==> src/rtl/fifo_defines_pkg.sv <==
// Shared definitions for the sample FIFO path: sample width and the
// reader's state encoding.
package fifo_defines_pkg;

  localparam int DATA_WIDTH = 16;

  localparam logic [2:0] S_IDLE = 3'd0;
  localparam logic [2:0] S_WAIT = 3'd1;
  localparam logic [2:0] S_READ = 3'd2;
  localparam logic [2:0] S_CAP  = 3'd3;
  localparam logic [2:0] S_PRES = 3'd4;

  typedef enum logic [2:0] {
    IDLE = S_IDLE,
    WAIT = S_WAIT,
    READ = S_READ,
    CAP  = S_CAP,
    PRES = S_PRES
  } rd_state_t;

  // True while a popped sample is still travelling towards the output stage.
  function automatic logic is_fetching(input rd_state_t s);
    return (s == READ) || (s == CAP) || (s == PRES);
  endfunction

endpackage

==> src/rtl/rate_tick_gen.sv <==
// Programmable rate tick: one tick every div_q+1 cycles while running.
// The divider is latched on load so a running period never changes.
module rate_tick_gen #(
  parameter int DIV_WIDTH = 16
) (
  input  logic                 clk,
  input  logic                 rst,
  input  logic                 run_i,
  input  logic                 load_i,
  input  logic [DIV_WIDTH-1:0] div_i,
  output logic                 tick_o
);

  logic [DIV_WIDTH-1:0] r_cnt;
  logic [DIV_WIDTH-1:0] r_div_q;
  logic                 w_wrap;

  assign w_wrap = (r_cnt == r_div_q);
  assign tick_o = run_i && w_wrap;

  always_ff @(posedge clk or posedge rst) begin
    if (rst) begin
      r_cnt   <= '0;
      r_div_q <= '0;
    end else if (load_i) begin
      r_div_q <= div_i;
      r_cnt   <= '0;
    end else if (!run_i || w_wrap) begin
      r_cnt <= '0;
    end else begin
      r_cnt <= r_cnt + {{(DIV_WIDTH-1){1'b0}}, 1'b1};
    end
  end

endmodule

==> src/rtl/fifo_sample_reader.sv <==
// Consumer end of the sample FIFO: pops at a programmable rate, presents each
// sample on a valid/ready stream and flags underflow / overrun events.
module fifo_sample_reader #(
  parameter int DATA_WIDTH = fifo_defines_pkg::DATA_WIDTH,
  parameter int DIV_WIDTH  = 16,
  parameter int CNT_WIDTH  = 8
) (
  input  logic                         clk,
  input  logic                         rst,
  input  logic                         en_i,
  input  logic [DIV_WIDTH-1:0]         div_i,
  input  logic                         empty_i,
  output logic                         rd_en_o,
  input  logic signed [DATA_WIDTH-1:0] data_i,
  output logic signed [DATA_WIDTH-1:0] sample_o,
  output logic                         sample_valid_o,
  input  logic                         sample_ready_i,
  output logic                         underflow_o,
  output logic                         overrun_o,
  output logic [CNT_WIDTH-1:0]         uflow_cnt_o,
  output logic                         busy_o
);

  import fifo_defines_pkg::*;

  rd_state_t r_state;
  rd_state_t w_state_next;

  logic w_tick;
  logic w_service;
  logic w_load;
  logic w_run;
  logic r_pend;
  logic w_pend_next;
  logic r_underflow;
  logic w_underflow_next;
  logic r_overrun;
  logic w_overrun_next;

  logic signed [DATA_WIDTH-1:0] r_sample;
  logic [CNT_WIDTH-1:0]         r_uflow_cnt;

  assign w_run     = (r_state != IDLE);
  assign w_load    = (r_state == IDLE) && en_i;
  assign w_service = w_tick | r_pend;

  rate_tick_gen #(
    .DIV_WIDTH(DIV_WIDTH)
  ) u_rate_tick_gen (
    .clk    (clk),
    .rst    (rst),
    .run_i  (w_run),
    .load_i (w_load),
    .div_i  (div_i),
    .tick_o (w_tick)
  );

  always_comb begin
    w_state_next     = r_state;
    w_pend_next      = r_pend;
    w_underflow_next = 1'b0;
    w_overrun_next   = 1'b0;

    // While a fetch is in flight one tick can be remembered; any further one is lost.
    if (is_fetching(r_state) && w_tick) begin
      if (r_pend) begin
        w_overrun_next = 1'b1;
      end else begin
        w_pend_next = 1'b1;
      end
    end

    case (r_state)
      IDLE: begin
        w_pend_next = 1'b0;
        if (en_i) begin
          w_state_next = WAIT;
        end
      end
      WAIT: begin
        if (!en_i) begin
          w_state_next = IDLE;
          w_pend_next  = 1'b0;
        end else if (w_service) begin
          w_pend_next = 1'b0;
          if (!empty_i) begin
            w_state_next = READ;
          end else begin
            w_underflow_next = 1'b1;
          end
        end
      end
      READ: begin
        w_state_next = CAP;
      end
      CAP: begin
        w_state_next = PRES;
      end
      PRES: begin
        if (sample_ready_i) begin
          if (en_i) begin
            w_state_next = WAIT;
          end else begin
            w_state_next = IDLE;
            w_pend_next  = 1'b0;
          end
        end
      end
      default: begin
        w_state_next = IDLE;
        w_pend_next  = 1'b0;
      end
    endcase
  end

  always_ff @(posedge clk or posedge rst) begin
    if (rst) begin
      r_state     <= IDLE;
      r_pend      <= 1'b0;
      r_underflow <= 1'b0;
      r_overrun   <= 1'b0;
    end else begin
      r_state     <= w_state_next;
      r_pend      <= w_pend_next;
      r_underflow <= w_underflow_next;
      r_overrun   <= w_overrun_next;
    end
  end

  // FIFO read data arrives the cycle after the pop strobe, i.e. in CAP.
  always_ff @(posedge clk or posedge rst) begin
    if (rst) begin
      r_sample <= '0;
    end else if (r_state == CAP) begin
      r_sample <= data_i;
    end
  end

  always_ff @(posedge clk or posedge rst) begin
    if (rst) begin
      r_uflow_cnt <= '0;
    end else if (w_underflow_next && (r_uflow_cnt != {CNT_WIDTH{1'b1}})) begin
      r_uflow_cnt <= r_uflow_cnt + {{(CNT_WIDTH-1){1'b0}}, 1'b1};
    end
  end

  assign rd_en_o        = (r_state == READ);
  assign sample_valid_o = (r_state == PRES);
  assign busy_o         = (r_state != IDLE);
  assign sample_o       = r_sample;
  assign underflow_o    = r_underflow;
  assign overrun_o      = r_overrun;
  assign uflow_cnt_o    = r_uflow_cnt;

endmodule

==> config.mk <==
export PLATFORM = sky130hd
export DESIGN_NAME = fifo_sample_reader
export DESIGN_NICKNAME = d
export VERILOG_FILES = /design/src/rtl/fifo_defines_pkg.sv /design/src/rtl/rate_tick_gen.sv /design/src/rtl/fifo_sample_reader.sv
export SDC_FILE = /design/constraint.sdc
export NUM_CORES = 1
export LEC_CHECK = 0
export ABC_AREA = 0
export CELL_PAD_IN_SITES_DETAIL_PLACEMENT = 1
export CELL_PAD_IN_SITES_GLOBAL_PLACEMENT = 2
export CORE_ASPECT_RATIO = 1.25
export CORE_MARGIN = 1
export CORE_UTILIZATION = 32
export CTS_CLUSTER_DIAMETER = 200
export DETAILED_ROUTE_END_ITERATION = 6
export MAX_ROUTING_LAYER = met4
export PLACE_DENSITY = 0.9
export SYNTH_ARGS = -nofsm -noshare
export SYNTH_HDL_FRONTEND = slang
export SYNTH_SLANG_ARGS = --single-unit
export TNS_END_PERCENT = 5
==> constraint.sdc <==
create_clock -name clk -period 2.85 [get_ports clk]
set_input_delay 0.57 -clock clk [delete_from_list [all_inputs] [get_ports clk]]
set_output_delay 0.57 -clock clk [all_outputs]
set_load 0.03 [all_outputs]
==> results by group <==
Floorplanning
  • Starting density of the core: about 33%
  • Die width: 85.5 µm
  • DIE AREA: 0.00909 mm²
  • IO Pins: 66
  • Site Rows: 37
  • Die Height: approximately 110 µm
  • Core area: approximately 0.0083 mm²

Routing
  • Final WL: 6270 µm
  • Routed len/inst: roughly 15 µm
  • Avg Vias per Cell: around 4.9
  • Post-route antenna net violation count: 0
  • Via count: a little under 2000
  • Drt first-iter violations: 50
  • Drt pass-1 iters: 4
  • DRC Markers: 0

Status
  • Outcome: complete, no violations

Synthesis
  • Compound-cell area share of the yosys netlist: 2.83%
  • Synth Cell Area: between 0.002 and 0.003 mm²
  • Adder-cell share of the synthesized area: less than 1%
  • Post-synth top area cell: dfrtp_1
  • Yosys cell types: 30
  • Main combinational cell family by area after synthesis: multiplexers
  • Asr flop ratio synth: between 90% and 100%
  • Syn Nets: 269
  • Post-Syn Instances: 230
  • Proportion of synthesized area in mux cells: around 14%
  • Post-synth EDFFs: 0
  • Top cells by area, synth: dfrtp_1, mux2_2, xor2_1, nor2_1, xnor2_1
  • Post-synth top flop: dfrtp_1
  • Post-Synth Simple-Gate Area: between 10% and 20%
  • XOR/XNOR share of the synthesized area: between 10 and 15%
  • Yosys reg bits: between 60 and 70
  • Sequential area share after synthesis: 55.7%
  • Syn. warnings: 0
  • Synth top area share: a little under three fifths
  • Avg Inst Size Synth: around 12 µm²

Timing
  • Max Transition Viols Final: 0
  • Setup Viol. Count Final: 0
  • Clk_skew: between 0.01 and 0.015 ns
  • Final hold violations: 0
  • FMAX: just under 0.4 GHz
  • Fin Hold WS: approximately 0.5 ns
  • PnR worst setup slack: approximately 0.26 ns
  • Period utilisation layout: 91.0%
  • Total negative slack: 0 ns
  • Slew @ Worst Pin: roughly 0.76 ns
  • Max-slew headroom at the worst pin: just under 50%
  • Unrepaired setup endpoints after global routing: no
  • Final min period: between 2 and 3 ns

Cells and area
  • Area grow syn2layout: 35.3%
  • Layout cells sized above 1: around a fifth
  • Commonest non-fill, non-tap cell in the layout: clkdlybuf4s50_1
  • Fin util: between 40% and 50%
  • Post-route design area: about 0.0038 mm²
  • Non-filler instance count after layout: a little over 400
  • Diodes inserted: 0
  • Most frequent cells in the layout: clkdlybuf4s50_1, dfrtp_1, mux2_2
  • Fill cell count: ~900
  • Final net count: between 300 and 400

Worst setup path
  • Family with the most delay on the worst path: buffers and inverters
  • Crit path DAT: roughly 2.0 ns
  • Slowest stage delay, CP: around 0.70 ns
  • CP bufs+invs: 1
  • Crit Path Category: reg -> out
  • Startpoint Class: register
  • Worst Path Required: between 2 and 2.5 ns
  • CP Cell Sequence: nor2b_1 > nor2b_1 > clkdlybuf4s50_1
  • CP Max Fanout: 7
  • Slowest CP cell: clkdlybuf4s50_1
  • Worst setup EP type: primary output
  • Crit-path most repeated cell: nor2b_1

Placed design
  • RD Place Congestion: ~0.74
  • Dpl hpwl: between 4000 and 5000 µm
  • Input/output buffers: between 60 and 70
  • DP Cell Count: about 390
  • Placed Instance Area: 0.00356 mm²
  • Pre-CTS WS: roughly 0.32 ns

Global route
  • Initial antenna violation count: 0
  • Met3 Use GR: roughly 5.2%
  • Global-route wire length before repair: between 10000 and 15000 µm
  • Pin count of the biggest net entering global routing: 38
  • Total gr overflow: 0
  • Met2 Resource Use GR: a little over a quarter
  • Grt met1 use: between 10% and 20%
  • Most Crowded Layer GR: met2
  • Vias in the first global route: ~2300
  • Overall fraction of global-route tracks in use: between 10% and 20%

Clock tree
  • CTS tree: done
  • Root Buffer Master: clkbuf_8
  • Clk slew on worst S/H paths: about 0.080 ns
  • Hold-fix buffers, CTS: 0
  • CTS H-tree lvls: 3
  • Max Root-Sink Buffers: 2
  • Post-CTS Setup Bufs: 0
  • Cts bufs inserted: 9
  • Clock Sinks: just over 60
  • CTS resizes: 0
  • Worst skew pair latency: between 0.3 and 0.4 ns

Run
  • Total of max-cap violations: 0

Hold path
  • Hold Crit Class: reg -> reg

Pwr
  • Lkg Pwr: around 1.6 nW
  • Power per Cell Area: 691 mW/mm²
  • Worst IR drop on VDD: between 200 and 300 µV
  • Overall power: roughly 2.6 mW
-- layout make-up --
type | count | area (µm²) | share of cell area (%)
Timing Repair Buffer | 68 | 673 | 17.8
Inverter | 5 | 18.8 | 0.498
Tap cell | 97 | 121 | 3.22
Clock buffer | 10 | 128 | 3.38
Sequential cell | 62 | 1550 | 41.1
Multi-Input combinational cell | 157 | 1190 | 31.6
Clock inverter | 6 | 86.3 | 2.29
-- sequential cells by signal, indices dropped and copies added (netlist names) --
register                 cells
r_pend                       1
uflow_cnt_o                  8
sample_o                    16
u_rate_tick_gen.r_cnt       16
u_rate_tick_gen.r_div_q     16
underflow_o                  1
overrun_o                    1
r_state                      3
-- synthesized netlist by cell type (3+ instances only) --
| cell type | instances |
|---|---|
| a21oi_1 | 4 |
| nand4_1 | 3 |
| inv_1 | 5 |
| o21ai_0 | 3 |
| xor2_1 | 27 |
| mux2_2 | 33 |
| and3_1 | 3 |
| nor2_1 | 24 |
| clkbuf_1 | 5 |
| and2_1 | 4 |
| dfrtp_1 | 62 |
| xnor2_1 | 10 |
| nand3_1 | 11 |
| nand2_1 | 11 |
-- kinds of logic (layout without fill, tap and decap cells) --
family	Yosys count	after routing
multiplexers	35	35
AO/OA/AOI/OAI	11	11
XOR/XNOR	37	37
adder cells (fa/ha/maj)	2	2
flip-flops	62	62
buffers and inverters	11	89
AND/OR/NAND/NOR	72	72
-- layer usage --
metal  vias to the layer above  part of all wire (%)
li1                        926                     -
met1                       983                    42
met2                        46                    52
met3                        10                   4.6
met4                         0                   1.7
met5                         -                     0
-- report_power, final --
part	leakage [nW]	total [mW]	internal, mW	switching (mW)
Sequential	0.788	1.17	1.03	0.139
Clock	0.106	0.849	0.491	0.358
Combinational	0.750	0.587	0.303	0.285
-- final timing paths --
| check | slack, ns | to | start | cells past startpoint |
|---|---|---|---|---|
| worst max-delay path | 0.26 | rd_en_o | r_state[2]$_DFFE_PP0P_ | 3 |
| worst min-delay path | 0.50 | uflow_cnt_o[5]$_DFFE_PP0P_ | uflow_cnt_o[5]$_DFFE_PP0P_ | 1 |
| worst max register to register | 0.59 | uflow_cnt_o[1]$_DFFE_PP0P_ | u_rate_tick_gen.r_cnt[9]$_DFF_PP0_ | 5 |
| worst min register to register | 0.50 | uflow_cnt_o[5]$_DFFE_PP0P_ | uflow_cnt_o[5]$_DFFE_PP0P_ | 1 |
| max in group asynchronous | 1.47 | sample_o[2]$_DFFE_PP0P_ | rst | 3 |
| min in group asynchronous | 0.68 | u_rate_tick_gen.r_cnt[0]$_DFF_PP0_ | rst | 2 |
Power figures use the tool's default switching activity.
